--- src/rtl/fetch_pkg.sv ---
// Shared types and constants for the instruction-fetch stage.
package fetch_pkg;

  localparam int unsigned ADDR_W      = 64;
  localparam int unsigned INSTR_W     = 32;
  localparam int unsigned INSTR_BYTES = 4;
  localparam int unsigned FIFO_DEPTH  = 2;
  localparam int unsigned CNT_W       = $clog2(FIFO_DEPTH + 1);

  localparam logic [INSTR_W-1:0] NOP_INSTR = 32'hD503201F;

  typedef struct packed {
    logic [ADDR_W-1:0]  pc;
    logic [INSTR_W-1:0] instr;
  } fetch_entry_t;

endpackage

--- src/rtl/fetch_skid_fifo.sv ---
// Two-entry skid FIFO of fetch entries; head is held in flops so the
// consumer sees registered outputs, and an empty head reads {0, EMPTY_INSTR}.
module fetch_skid_fifo
  import fetch_pkg::*;
#(
  parameter logic [INSTR_W-1:0] EMPTY_INSTR = NOP_INSTR
) (
  input  logic               clk,
  input  logic               reset,
  input  logic               flush,
  input  logic               push,
  input  fetch_entry_t       din,
  input  logic               pop,
  output fetch_entry_t       head,
  output logic               head_valid,
  output logic [CNT_W-1:0]   count
);

  localparam fetch_entry_t EMPTY_ENTRY = '{pc: '0, instr: EMPTY_INSTR};

  fetch_entry_t       head_q, head_d;
  fetch_entry_t       tail_q, tail_d;
  logic [CNT_W-1:0]   count_q, count_d;
  logic               valid_q, valid_d;

  // Next-state for head/tail/count under push, pop and flush.
  always_comb begin
    head_d  = head_q;
    tail_d  = tail_q;
    count_d = count_q;
    valid_d = valid_q;
    if (flush) begin
      head_d  = EMPTY_ENTRY;
      count_d = '0;
    end else begin
      case ({push, pop})
        2'b10: begin
          if (count_q == CNT_W'(0)) head_d = din;
          else                      tail_d = din;
          count_d = count_q + CNT_W'(1);
        end
        2'b01: begin
          head_d  = (count_q == CNT_W'(2)) ? tail_q : EMPTY_ENTRY;
          count_d = count_q - CNT_W'(1);
        end
        2'b11: begin
          if (count_q == CNT_W'(2)) begin
            head_d = tail_q;
            tail_d = din;
          end else begin
            head_d = din;
          end
        end
        default: ;
      endcase
    end
    valid_d = (count_d != CNT_W'(0));
  end

  // Storage registers.
  always_ff @(posedge clk) begin
    if (reset) begin
      head_q  <= EMPTY_ENTRY;
      tail_q  <= '0;
      count_q <= '0;
      valid_q <= 1'b0;
    end else begin
      head_q  <= head_d;
      tail_q  <= tail_d;
      count_q <= count_d;
      valid_q <= valid_d;
    end
  end

  assign head       = head_q;
  assign head_valid = valid_q;
  assign count      = count_q;

  // Credit accounting upstream must never let a push land on a full FIFO.
  a_no_overflow: assert property (@(posedge clk) disable iff (reset)
    !(push && !pop && !flush && (count_q == CNT_W'(2))));

endmodule

--- src/rtl/if_fetch_unit.sv ---
// Instruction-fetch stage: owns the fetch PC, issues sequential requests to
// a 1-cycle-latency instruction memory and buffers responses in a skid FIFO.
// Optional macro FETCH_PERF_CNT_EN adds delivered/bubble performance counters.
module if_fetch_unit
  import fetch_pkg::*;
#(
  parameter logic [ADDR_W-1:0]  RESET_PC  = 64'h0,
  parameter logic [INSTR_W-1:0] NOP_INSTR = fetch_pkg::NOP_INSTR
) (
  input  logic               clk,
  input  logic               reset,
  input  logic               stall,
  input  logic               redirect,
  input  logic [ADDR_W-1:0]  redirect_pc,
  output logic               imem_req,
  output logic [ADDR_W-1:0]  imem_addr,
  input  logic [INSTR_W-1:0] imem_rdata,
  output logic               out_valid,
  output logic [ADDR_W-1:0]  out_pc,
  output logic [INSTR_W-1:0] out_instr,
  output logic [31:0]        perf_fetched,
  output logic [31:0]        perf_bubbles
);

  logic [ADDR_W-1:0] pc_q, pc_d;
  logic [ADDR_W-1:0] inflight_pc_q, inflight_pc_d;
  logic              inflight_q, inflight_d;
  logic              kill_q, kill_d;

  logic              pop_c, push_c, issue_c, credit_ok_c;
  logic [CNT_W:0]    occupancy_c, limit_c;
  logic [CNT_W-1:0]  fifo_count;
  logic              fifo_valid;
  fetch_entry_t      fifo_head, push_entry_c;

  // Issue decision: a slot is free once buffered plus outstanding entries,
  // net of this cycle's pop, fall below the FIFO depth.
  always_comb begin
    pop_c        = fifo_valid & ~stall & ~redirect;
    occupancy_c  = {1'b0, fifo_count} + (CNT_W+1)'(inflight_q);
    limit_c      = (CNT_W+1)'(FIFO_DEPTH) + (CNT_W+1)'(pop_c);
    credit_ok_c  = (occupancy_c < limit_c);
    issue_c      = ~reset & ~redirect & credit_ok_c;
    push_c       = inflight_q & ~kill_q & ~redirect & ~reset;
    push_entry_c = '{pc: inflight_pc_q, instr: imem_rdata};
  end

  // Fetch PC, in-flight tracking and response-kill flag next state.
  always_comb begin
    pc_d          = pc_q;
    inflight_d    = issue_c;
    inflight_pc_d = inflight_pc_q;
    kill_d        = redirect;
    if (redirect) begin
      pc_d = redirect_pc;
    end else if (issue_c) begin
      pc_d          = pc_q + ADDR_W'(INSTR_BYTES);
      inflight_pc_d = pc_q;
    end
  end

  // Fetch state registers.
  always_ff @(posedge clk) begin
    if (reset) begin
      pc_q          <= RESET_PC;
      inflight_q    <= 1'b0;
      inflight_pc_q <= '0;
      kill_q        <= 1'b0;
    end else begin
      pc_q          <= pc_d;
      inflight_q    <= inflight_d;
      inflight_pc_q <= inflight_pc_d;
      kill_q        <= kill_d;
    end
  end

  fetch_skid_fifo #(
    .EMPTY_INSTR (NOP_INSTR)
  ) u_fifo (
    .clk        (clk),
    .reset      (reset),
    .flush      (redirect),
    .push       (push_c),
    .din        (push_entry_c),
    .pop        (pop_c),
    .head       (fifo_head),
    .head_valid (fifo_valid),
    .count      (fifo_count)
  );

  assign imem_req  = issue_c;
  assign imem_addr = pc_q;
  assign out_valid = fifo_valid;
  assign out_pc    = fifo_head.pc;
  assign out_instr = fifo_head.instr;

`ifdef FETCH_PERF_CNT_EN
  logic [31:0] fetched_q, fetched_d;
  logic [31:0] bubbles_q, bubbles_d;

  // Saturating delivered-instruction and empty-output counters.
  always_comb begin
    fetched_d = fetched_q;
    bubbles_d = bubbles_q;
    if (pop_c && (fetched_q != 32'hFFFF_FFFF)) fetched_d = fetched_q + 32'd1;
    if (!fifo_valid && (bubbles_q != 32'hFFFF_FFFF)) bubbles_d = bubbles_q + 32'd1;
  end

  // Performance counter registers.
  always_ff @(posedge clk) begin
    if (reset) begin
      fetched_q <= '0;
      bubbles_q <= '0;
    end else begin
      fetched_q <= fetched_d;
      bubbles_q <= bubbles_d;
    end
  end

  assign perf_fetched = fetched_q;
  assign perf_bubbles = bubbles_q;
`else
  assign perf_fetched = '0;
  assign perf_bubbles = '0;
`endif

endmodule

--- config.mk ---
export PLATFORM = sky130hd
export DESIGN_NAME = if_fetch_unit
export DESIGN_NICKNAME = d
export VERILOG_FILES = /design/src/rtl/fetch_pkg.sv /design/src/rtl/fetch_skid_fifo.sv /design/src/rtl/if_fetch_unit.sv
export SDC_FILE = /design/constraint.sdc
export NUM_CORES = 1
export LEC_CHECK = 0
export BUFFER_PORTS_ARGS = -buffer_cell sky130_fd_sc_hd__buf_4
export CAP_MARGIN = 20
export CORE_UTILIZATION = 28
export CTS_BUF_LIST = sky130_fd_sc_hd__clkbuf_2
export CTS_CLUSTER_DIAMETER = 40
export DETAILED_ROUTE_END_ITERATION = 10
export PLACE_DENSITY = 0.57
export REMOVE_ABC_BUFFERS = 1
export SYNTH_ARGS = -nofsm -noshare
export SYNTH_HDL_FRONTEND = slang
export SYNTH_HIERARCHICAL = 1
export SYNTH_SLANG_ARGS = --single-unit
--- constraint.sdc ---
create_clock -name clk -period 3.9 [get_ports clk]
set_clock_uncertainty 0.05 [all_clocks]
set_input_delay 0.78 -clock clk [delete_from_list [all_inputs] [get_ports clk]]
set_output_delay 0.78 -clock clk [all_outputs]
set_load 0.05 [all_outputs]
**Yosys cells after proc, flatten, opt, wreduce, memory -nomap -nowiden**

Cells that the tools add are included.

- Logic and storage cells: 54
- Flip-flop bits (word level): 325
- Output and inout port bits: 226

- Add/subtract/negate cells: 5
- Reductions and logical operators: 9
- Bitwise operators: 11
- Magnitude comparators: 1
- Equality and inequality tests: 7
- Mux-type cells: 11

Operators by type and width:

| cell | count |
|---|---|
| 96-bit 2-to-1 mux | 5 |
| 96-bit one-hot mux with 3 select lines | 1 |
| 96-bit one-hot mux with 2 select lines | 1 |
| 64-bit 2-to-1 mux | 2 |
| 64-bit by 3-bit adder with 64-bit output, second input constant | 1 |
| 1-bit AND | 7 |
| 2-bit == test, second input constant | 3 |
| 2-bit nonzero test | 3 |
| 2-bit by 1-bit != test with 1-bit output, second input constant | 2 |
| 1-bit NOT | 4 |
| 2-bit one-hot mux with 2 select lines | 1 |
| 2-bit AND reduction | 2 |
| 4-bit AND reduction | 1 |
| 2-bit by 1-bit adder with 3-bit output | 1 |
| 2-bit by 1-bit adder with 3-bit output, first input constant | 1 |
| 3-bit < comparator | 1 |
| 3-bit nonzero test | 1 |
| 2-bit by 1-bit adder with 2-bit output, second input constant | 1 |
| 2-bit by 1-bit == test with 1-bit output, second input constant | 1 |
| 2-bit zero test | 1 |
| 2-bit 2-to-1 mux | 1 |
| 2-bit != test, second input constant | 1 |
| 2-bit OR reduction | 1 |
| 2-bit by 1-bit subtractor with 2-bit output, second input constant | 1 |

**Logic depth before layout (Yosys ltp)**

Gate-level depths: netlist (run 1).

- Word-level depth: 8
- Depth in mapped cells: 12

**Cells and area by module**

Netlist (run 1), hierarchy kept.

Modules (own cells, without submodules):

| module | cells each | seq. area each (µm²) | area an instance (µm²) | instances |
|---|---|---|---|---|
| fetch_skid_fifo | 1,038 | 3,903.7 | 8,743.4 | 1 |
| if_fetch_unit | 895 | 2,602.5 | 6,786.5 | 1 |

**Least setup slack after synthesis (run 1)**

Ideal clock, no wire load.

- Path type: input-to-output
- Start point: input port redirect
- End point: output port imem_req
- Arrival: 2.818 ns
- Setup slack: 0.252 ns
- Stages: 6
- Path through: clkbuf_1 -> or4b_1 -> a21bo_2 -> inv_1 -> clkbuf_1 -> buf_1

- Cells in the longest elaborated chain, start to end: 5
- Elaborated cells between the ends (all ways): 6
- Classes of those cells: add/sub (1); order compare (1); bitwise (4)

Ends and longest elaborated chain:

| item | RTL line | source |
|---|---|---|
| start, declared | if_fetch_unit.sv:13 | `input logic redirect,` |
| 1-bit NOT (no source line) (*) | -- |  |
| 1-bit AND | if_fetch_unit.sv:39 | `pop_c = fifo_valid & ~stall & ~redirect;` |
| 2-bit by 1-bit adder with 3-bit output | if_fetch_unit.sv:41 | `limit_c = (CNT_W+1)'(FIFO_DEPTH) + (CNT_W+1)'(pop_c);` |
| 3-bit < comparator | if_fetch_unit.sv:42 | `credit_ok_c = (occupancy_c < limit_c);` |
| 1-bit AND (*) | if_fetch_unit.sv:43 | `issue_c = ~reset & ~redirect & credit_ok_c;` |
| end, declared | if_fetch_unit.sv:15 | `output logic imem_req,` |

Every way passes the cells marked *; elsewhere a longest branch is shown, timed or not.

**Final worst setup path (run 1)**

- Start point: register inflight_q
- End point: output port imem_req

- Cells in the longest elaborated chain, start to end: 3

Ends and longest elaborated chain:

| item | RTL line | source |
|---|---|---|
| start, declared | if_fetch_unit.sv:27 | `logic inflight_q, inflight_d;` |
| start signal, assigned | if_fetch_unit.sv:71 | `inflight_q <= inflight_d;` |
| 2-bit by 1-bit adder with 3-bit output | if_fetch_unit.sv:40 | `occupancy_c = {1'b0, fifo_count} + (CNT_W+1)'(inflight_q);` |
| 3-bit < comparator | if_fetch_unit.sv:42 |  |
| 1-bit AND | if_fetch_unit.sv:43 |  |

No other way between the ends.

==> impl_results.md, run 1 <==
* Synth unique cells at 65
* H-tree Lvls at 3
* Initial antenna violation count at 3
* Main combinational cell family by area after synthesis: compound AO/OA/AOI/OAI gates
* Syn-to-layout area delta at 26.2%
* CP bufs+invs at 2
* GRT Overall Usage at 0.217
* Largest cells by area after synthesis: dfxtp_1 42%, nand3_1 9.6%, a21oi_1 8.8%
* Clock Root Buffer: clkbuf_2
* CP endpoint kind: primary output
* Finish-stage setup viols at 0
* Die Area at 56,400 um^2
* Via density at 5.43
* Largest net degree at the start of global routing at 79
* Fmax at 270 MHz
* Post-synthesis compound-gate area fraction at 0.244
* CTS clk-pin slew, worst paths at 90 ps
* Area of the core at 54,300 um^2
* Non-Filler Instances at 3,025
* Synthesized area at 15,500 um^2
* Adder-cell share of the synthesized area at 0.00564
* Worst Tran Pin Value at 1200 ps
* Delay-heaviest family, CP: simple AND/OR/NAND/NOR gates
* Top-count cell post-synth: dfxtp_1
* Status: finished, final reports clean
* Leak pwr at 6.82 nW
* Grt total ovfl at 0
* Largest area contributor in the netlist: dfxtp_1
* Final ANT Viol Nets at 0
* # DRC at 0
* Setup TNS at 0 ps
* Vias in the first global route at 15,300
* Clock sinks at 325
* Number of buffers added on ports at 261
* Number of DRC markers in iteration 0 at 1,575
* CP arrival at 2870 ps
* Worst path required time at 3070 ps
* Tcrit/Tclk final at 0.950
* HP Start: redirect_pc[62]
* Pwr per Cell Area at 356 nW/um^2
* HPWL Detailed at 39.4 mm
* FF-to-FF End: imem_addr[61]
* Post-synthesis xor/xnor area fraction at 0.0102
* R2R depth at 5
* Final hold vios at 0
* Nature of the critical path startpoint: register
* MaxCap Viol Count at 0
* WHS Path Cells at 4
* Synth async-reset ratio at 0
* Final net count at 2,329
* Cells after Synth at 1,933
* RSZ-0062 raised after global routing: no
* Post-Place Worst Slack at 244 ps
* IO Pins at 326
* Final Cell Area at 19,600 um^2
* Initial core utilization at 0.286
* Syn avg cell area at 8.03 um^2
* DIE WIDTH at 238 um
* CP peak stage delay at 600 ps
* Placed cell area at 17,900 um^2
* Top-area cell type share of the netlist area at 0.419
* Share of cells above drive strength 1 at 0.225
* First-pass GRT wire length at 94.7 mm
* Top_reg_cell synth: dfxtp_1
* Slowest library cell on the worst path: or4b_4
* Die Ht at 238 um
* R2r startpoint: imem_addr[5]
* Worst slew margin at 0.196
* Sequential cell area fraction in the yosys report at 0.419
* EDFF count, synth at 0
* Placed instance count at 2,773
* Commonest cells post-synth: 325 x dfxtp_1, 299 x nand3_1, 273 x a21oi_1
* Critical path, cell by cell: ha_1 > or4b_4 > a21bo_4 > clkinv_2 > buf_4
* Final wirelength at 63.5 mm
* Routed vias at 16,400
* Maximum vdd drop at 160 uV
* Detailed Routing Iterations Pass 1 at 5
* Min-Delay Path Class: in -> reg
* Simple-gate area share of the yosys netlist at 0.226
* Row cnt at 85
* Num CTS Buffers at 92
* Longest Clk Path Bufs at 3
* Design Power at 6.98 mW
* Gpl congestion at 0.810
* R2R setup slack at 680 ps
* Critical path type: reg -> out
* Period minus WS final at 3700 ps
* Setup ws final at 196 ps
* FF+latch count, synth at 325
* WL per Instance at 21.0 um
* CTS tree: built
* CP Max Fanout at 6
* Clk_lat worst skew at 1090 ps
* Ys Warns at 6
* Worst hold endpoint: imem_addr[62]
* Max-slew violations at 0
* Mux contribution to synthesized area at 0.00475
[where the power goes]
group | switching [mW] | internal (mW) | leakage (nW)
logic | 0.715 | 0.317 | 3.58
clock network | 1.52 | 0.923 | 0.607
registers | 0.116 | 3.39 | 2.64
total | 2.35 | 4.63 | 6.82
[logic make-up after synthesis]
| logic type | count (synthesis) |
|---|---|
| buffers and inverters | 278 |
| and+or+nand+nor | 714 |
| adders and majority gates | 7 |
| DFF | 325 |
| AOI/OAI and AO/OA | 583 |
| muxes | 7 |
| other | 1 |
| xor gates and xnor gates | 18 |
[cell type report]
type | count | area, um^2
fillers | 5671 | 34800
multi-input cells | 1394 | 7960
flip-flops and latches | 325 | 6510
repair buffers | 394 | 3370
well taps | 739 | 925
clock buffers | 136 | 681
clock inverters | 20 | 87.6
inverters | 15 | 60.1
diodes | 2 | 5.00
[cells in the final DEF (no fill, tap or decap), drive strengths merged, types with 15 or more instances in the layout]
master         n
nor2          56
nand2        190
clkbuf       137
a21oi        274
dfxtp        325
nor3          42
conb          64
a31oi         20
nand4         24
clkinv        15
dlygate4sd3   92
nor4          20
buf          301
o21ai        122
nand3        299
or4           23
o311ai        16
a311oi        93
inv           18
[worst register-to-register path, stage by stage, from the launching register on]
cell      delay [ps]
dfxtp_1          500
nand4_2          360
or4_1            780
or4_1            770
or4_1            480
o221ai_1          90
[per-stage QoR]
stage	hold WS [ps]	util
final	155	0.361
after global routing	75.9	0.361
after CTS	10.8	0.360
after detailed placement	413	0.329
after global placement	407	0.328
after floorplan	394	-
[timing repair]
action / in CTS / in global routing
hold buffers: 92 / 0
buffers inserted: 1 / 0
hold endpoints to repair: 122 / 0
setup endpoints to repair: 1 / 1
gates resized for setup: 2 / 1
pin swaps: 1 / 0
gates cloned: 1 / 0
[sequential cells by signal (all words and copies together) (netlist names)]
| signal | flops |
|---|---|
| inflight_q | 1 |
| kill_q | 1 |
| inflight_pc_q | 64 |
| u_fifo/tail_q | 96 |
| imem_addr | 64 |
| u_fifo/head_valid | 1 |
| u_fifo/count | 2 |
| u_fifo/head | 96 |
[per-layer routing]
layer / global-route usage / vias to the layer above / part of all wire
met5: 0 / - / 0
met4: 0.0700 / 0 / 0.022
met3: 0.0497 / 87 / 0.086
met2: 0.354 / 810 / 0.47
met1: 0.283 / 7934 / 0.42
li1: - / 7601 / -
[worst max-delay path by stage]
stage	start	endpoint	slack, ps	cells after the start
floorplan	redirect	u_fifo/head[10]	-2030	5
global placement	redirect	u_fifo/head[0]	390	7
detailed placement	redirect	u_fifo/head[0]	240	7
CTS	inflight_q	imem_req	40	5
global route	inflight_q	imem_req	70	5
finish	inflight_q	imem_req	200	5
Power figures use the tool's default switching activity.
==> run 2, diff against run 1 <==
PLACE_DENSITY = 0.58   (was 0.57)
SYNTH_HIERARCHICAL = default   (was 1)
==> run 2 against run 1 <==
Cell area decreased by 8.9%. Core utilization up 1.1 points. Via count fell by 17%. Register-to-register slack better by 290 ps. Non-clock buffer count down 4. Combinational power down 11%. Die area fell by 11%. Highest routed layer unchanged.
==> impl_results.md, run 2 <==
* Commonest cells post-synth: 370 x nand2_1, 325 x dfxtp_1, 193 x a21oi_1
* Share of cells above drive strength 1 at 0.219
* P_int at 4.68 mW
* CP Max Fanout at 7
* Top_reg_cell synth: dfxtp_1
* Worst Tran Pin Value at 1100 ps
* R2r startpoint: imem_addr[2]
* Final hold vios at 0
* Detailed Routing Iterations Pass 1 at 7
* Longest Clk Path Bufs at 3
* Critical path, cell by cell: ha_1 > or3b_1 > a21oi_2 > nand2_4 > inv_2 > buf_4
* CTS clk-pin slew, worst paths at 90 ps
* Commonest non-fill, non-tap cell in the layout: nand2_1
* Clk pwr share at 0.360
* Syn avg cell area at 8.09 um^2
* Synth async-reset ratio at 0
* Largest net degree at the start of global routing at 96
* Pwr per Cell Area at 386 nW/um^2
* Sw frac at 0.321
* Multi-input gate area at 6450 um^2
* Largest area contributor in the netlist: dfxtp_1
* Final Util at 0.372
* Min-Delay Path Class: in -> reg
* Gpl congestion at 0.808
* FF/Latch Area at 6510 um^2
* Tcrit/Tclk final at 0.948
* Postcts setup bufs at 0
* CP endpoint kind: primary output
* Area of the core at 48,000 um^2
* Status: finished, final reports clean
* MaxCap Viol Count at 0
* Number of buffers added on ports at 261
* CP arrival at 2870 ps
* Die Area at 50,000 um^2
* Max-slew violations at 0
* IO Pins at 326
* Delay-heaviest family, CP: simple AND/OR/NAND/NOR gates
* Clk_lat worst skew at 1050 ps
* RSZ-0062 raised after global routing: no
* Routed vias at 13,600
* Final wirelength at 49.2 mm
* # DRC at 0
* Initial core utilization at 0.286
* HPWL Detailed at 30.6 mm
* Final net count at 2,156
* Cells after Synth at 1,701
* HP Start: redirect
* WHS Path Cells at 4
* Design Power at 6.90 mW
* Top-area cell type share of the netlist area at 0.473
* Clock sinks at 325
* Worst hold endpoint: imem_addr[13]
* FF-to-FF End: imem_addr[42]
* Finish-stage setup viols at 0
* Fmax at 270 MHz
* Initial antenna violation count at 1
* Synth unique cells at 46
* Commonest non-fill, non-tap cells in the layout: 368 x nand2_1, 324 x dfxtp_1, 285 x buf_4, 192 x a21oi_1, 139 x nor2_1
* WL per Instance at 18.0 um
* FF+latch count, synth at 325
* Critical path type: reg -> out
* Largest cells by area after synthesis: dfxtp_1 47%, nand2_1 10%, a21oi_1 7.0%
* Num CTS Buffers at 93
* First-pass GRT wire length at 74.9 mm
* Syn-to-layout area delta at 29.8%
* Slowest library cell on the worst path: or3b_1
* Final ANT Viol Nets at 0
* CP bufs+invs at 2
* DIE WIDTH at 224 um
* Die Ht at 224 um
* Worst slew margin at 0.264
* Synthesized area at 13,800 um^2
* Sw Pwr at 2.22 mW
* Top-count cell post-synth: nand2_1
* Via density at 4.97
* H-tree Lvls at 3
* R2R setup slack at 970 ps
* Number of DRC markers in iteration 0 at 1,001
* Grt total ovfl at 0
* Worst path required time at 3070 ps
* CP peak stage delay at 470 ps
* Row cnt at 80
* Vias in the first global route at 13,100
* CTS tree: built
* Leak pwr at 6.95 nW
* Clock Root Buffer: clkbuf_2
* Flop pwr share at 0.507
* Ys Warns at 0
* Nature of the critical path startpoint: register
* Filler Cell Count at 4,990
* Power share of the combinational group at 0.133
* EDFF count, synth at 0
* R2R depth at 6
* GRT Overall Usage at 0.193
* Maximum vdd drop at 164 uV
* Sequential cell area fraction in the yosys report at 0.473
* Period minus WS final at 3700 ps
## run 2: tightest hold or removal path, delay by kind of cell
kind | cells | cell delay, ps
AOI/OAI and AO/OA | 1 | 50
buffers and inverters | 2 | 330
and+or+nand+nor | 1 | 80
## run 2: repair_timing
| item | 4_1_cts | 5_1_grt |
|---|---|---|
| setup endpoints to repair | 1 | 0 |
| hold buffers | 97 | 0 |
| resized for setup | 1 | 0 |
| endpoints found under the hold margin | 132 | 0 |
## run 2: logic make-up (layout without fill, tap and decap cells)
group / after synthesis / count (layout) / synth area share
buffers and inverters: 211 / 563 / 0.0793
flip-flops: 325 / 325 / 0.473
adder cells (fa/ha/maj): 6 / 6 / 0.00546
AO/OA/AOI/OAI: 361 / 361 / 0.164
XOR/XNOR: 57 / 57 / 0.0363
multiplexers: 9 / 9 / 0.00655
other: 1 / 65 / 0.000273
AND/OR/NAND/NOR: 731 / 731 / 0.235
## run 2: metrics by stage
| stage | instances | hold slack [ps] | worst slack [ps] | setup TNS, ps | cell area (um^2) |
|---|---|---|---|---|---|
| 3_5_place_dp | 2473 | 396 | 124 | 0 | 16100 |
| 3_3_place_gp | 2473 | 391 | 208 | 0 | 16100 |
| 4_1_cts | 2731 | 17.7 | 22.0 | 0 | 17900 |
| 6_report | 2732 | 184 | 203 | 0 | 17900 |
| 5_1_grt | 2732 | 79.4 | 10.7 | 0 | 17900 |
| 2_1_floorplan | 1565 | 380 | -3540 | -568950 | 12900 |
## run 2: how the worst max path moves through the flow
stage                          from                 to  slack, ps  depth (start not counted)
floorplan                  redirect   u_fifo.tail_q[0]      -3540                          8
global placement              reset  u_fifo.tail_q[82]        210                         10
detailed placement            reset  u_fifo.tail_q[71]        120                         10
CTS                 u_fifo.count[0]           imem_req         20                          6
global route        u_fifo.count[0]           imem_req         10                          6
finish              u_fifo.count[0]           imem_req        200                          6
## run 2: per-layer routing
layer / GRT usage / routed length, um
met4: 0.0798 / 1150
met3: 0.0420 / 3390
met1: 0.245 / 21100
met5: 0 / 0
met2: 0.316 / 23600
## run 2: final cells by class
cell class | count | share of cell area
flip-flops and latches | 325 | 0.364
inverters | 12 | 0.00252
repair buffers | 390 | 0.183
multi-input cells | 1228 | 0.361
diodes | 1 | 0.000140
well taps | 615 | 0.0431
clock inverters | 27 | 0.00813
clock buffers | 134 | 0.0376
## run 2: power groups by stage
| stage | logic (mW) | registers (mW) | clock network [mW] |
|---|---|---|---|
| 3_5_place_dp | 0.840 | 3.57 | 0 |
| 3_3_place_gp | 0.835 | 3.57 | 0 |
| 5_1_grt | 0.974 | 3.51 | 2.77 |
| 2_1_floorplan | 0.327 | 3.73 | 0 |
| 4_1_cts | 0.922 | 3.50 | 2.59 |
| 6_report | 0.919 | 3.50 | 2.48 |
==> run 3, diff against run 2 <==
GPL_TIMING_DRIVEN = 0   (was default)
==> run 3 against run 2 <==
Setup slack lost 80 ps. Cell area rose by 2.8%. Combinational power increased by 2.8%. Register-to-register slack got worse by 270 ps. Final cell count rose by 0.59%. Count of clock-buffer cells in the layout fell by 2. Die area stayed put. Via count increased by 1.1%. Power is 5.5% higher. First-iteration DRC count fell by 11%. Maximum frequency shrank 2.1%. Critical path depth grew 6. Largest cell class unchanged. Highest routed layer is now met5.
==> impl_results.md, run 3 (synthesized netlist as in run 2, its figures left out) <==
* Number of buffers added on ports at 261
* RSZ-0062 raised after global routing: no
* CTS clk-pin slew, worst paths at 100 ps
* Die Area at 50,000 um^2
* Final hold vios at 0
* Share of cells above drive strength 1 at 0.221
* CP endpoint kind: register
* Critical path type: in -> reg
* MaxCap Viol Count at 0
* Die Ht at 224 um
* GR Util met3 at 0.0563
* Met2 usage at 0.327
* Row cnt at 80
* H-tree Lvls at 3
* Worst Tran Pin Value at 1130 ps
* Initial antenna violation count at 3
* Finish-stage setup viols at 0
* Num CTS Buffers at 92
* Gpl congestion at 0.779
* HP Start: redirect
* Final wirelength at 51.6 mm
* WHS at 177 ps
* Nature of the critical path startpoint: input port
* HPWL Detailed at 30.8 mm
* Tcrit/Tclk final at 0.968
* Worst hold endpoint: imem_addr[13]
* Commonest non-fill, non-tap cell in the layout: nand2_1
* Detailed Routing Iterations Pass 1 at 5
* Via density at 5.00
* Leak pwr at 7.14 nW
* Longest Clk Path Bufs at 3
* Worst path required time at 4800 ps
* FF-to-FF End: u_fifo.tail_q[59]
* CP arrival at 4680 ps
* R2r startpoint: u_fifo.head_valid
* Final ANT Viol Nets at 0
* GRT met1 Usage at 0.255
* R2R setup slack at 700 ps
* Clk_lat worst skew at 1080 ps
* CTS tree: built
* Largest net degree at the start of global routing at 136
* GR peak layer: met2
* Pwr per Cell Area at 397 nW/um^2
* DIE WIDTH at 224 um
* Final net count at 2,165
* Area of the core at 48,000 um^2
* WL per Instance at 18.8 um
* Min-Delay Path Class: in -> reg
* Status: finished, final reports clean
* Vias in the first global route at 13,400
* Syn-to-layout area delta at 33.4%
* Design Power at 7.28 mW
* Clock sinks at 325
* Worst slew margin at 0.243
* Period minus WS final at 3780 ps
* IO Pins at 326
* CP Max Fanout at 78
* Routed vias at 13,700
* R2R depth at 10
* Initial core utilization at 0.286
* Number of DRC markers in iteration 0 at 887
* Maximum vdd drop at 180 uV
* Max-slew violations at 0
* WHS Path Cells at 3
* Fmax at 265 MHz
* GRT Overall Usage at 0.201
* Setup TNS at 0 ps
* First-pass GRT wire length at 77.7 mm
* # DRC at 0
* Clock Root Buffer: clkbuf_2
* Commonest non-fill, non-tap cells in the layout: 368 x nand2_1, 324 x dfxtp_1, 263 x buf_4, 191 x a21oi_1, 137 x nor2_1
* Grt total ovfl at 0
## run 3: changes by cell type in the layout (fill, tap and decap cells not counted), sizes merged
cell / delta
diode: +1
nand2: +1
bufinv: +5
clkinv: +5
dlygate4sd3: +8
clkinvlp: -1
clkbuf: -3
## run 3: worst max-delay path by stage
| stage | cells past startpoint | end | from | slack (ps) |
|---|---|---|---|---|
| 5_1_grt | 12 | u_fifo.tail_q[59] | redirect | 30 |
| 2_1_floorplan | 8 | u_fifo.tail_q[0] | redirect | -3540 |
| 4_1_cts | 7 | imem_req | u_fifo.count[0] | 30 |
| 6_report | 12 | u_fifo.tail_q[59] | redirect | 120 |
| 3_3_place_gp | 10 | u_fifo.tail_q[7] | reset | -10660 |
| 3_5_place_dp | 12 | u_fifo.tail_q[81] | redirect | -650 |
## run 3: layout make-up
class	instances	area (um^2)
Antenna cell	2	5.00
Multi-Input combinational cell	1229	6490
Tap cell	615	769
Timing Repair Buffer	397	3540
Clock buffer	132	661
Fill cell	4983	29700
Timing Repair inverter	2	17.5
Clock inverter	34	295
Inverter	12	63.8
Sequential cell	325	6510
## run 3: per-stage QoR
stage / cells / cell area [um^2] / setup slack [ps] / util
floorplan: 1565 / 12900 / -3540 / -
global placement: 2441 / 15700 / -10660 / 0.326
detailed placement: 2466 / 16200 / -649 / 0.337
CTS: 2746 / 18300 / 30.9 / 0.382
global route: 2748 / 18300 / 32.8 / 0.382
finish: 2748 / 18300 / 123 / 0.382
## run 3: what timing repair did
item | in CTS | in global routing
resized for setup | 11 | 1
endpoints found under the hold margin | 141 | 0
hold buffers | 107 | 0
endpoints found under the setup margin | 1 | 1
gates cloned | 3 | 0
setup buffers | 4 | 0
pin swaps | 1 | 0
## run 3: critical path, stage by stage
cell and delay, ps:
buf_4 270, inv_4 700, nand3_1 440, inv_1 310, ha_1 250, o21ai_0 160
nor3_2 560, buf_6 220, buf_6 170, nand2_1 70, a21oi_1 120, dlygate4sd3_1 560
## run 3: where the power goes
group	switching [mW]	leakage [nW]	internal (mW)	total [mW]
Clock	1.52	0.701	1.31	2.84
Combinational	0.635	3.80	0.310	0.945
Sequential	0.105	2.64	3.39	3.50
Total	2.26	7.14	5.01	7.28
## run 3: per-layer routing
| layer | wire (um) | share of wire | up-vias |
|---|---|---|---|
| met4 | 996 | 0.019 | 2 |
| met2 | 24000 | 0.46 | 497 |
| met3 | 3750 | 0.073 | 81 |
| met5 | 10 | 0.00019 | - |
| li1 | - | - | 6577 |
| met1 | 22900 | 0.44 | 6574 |
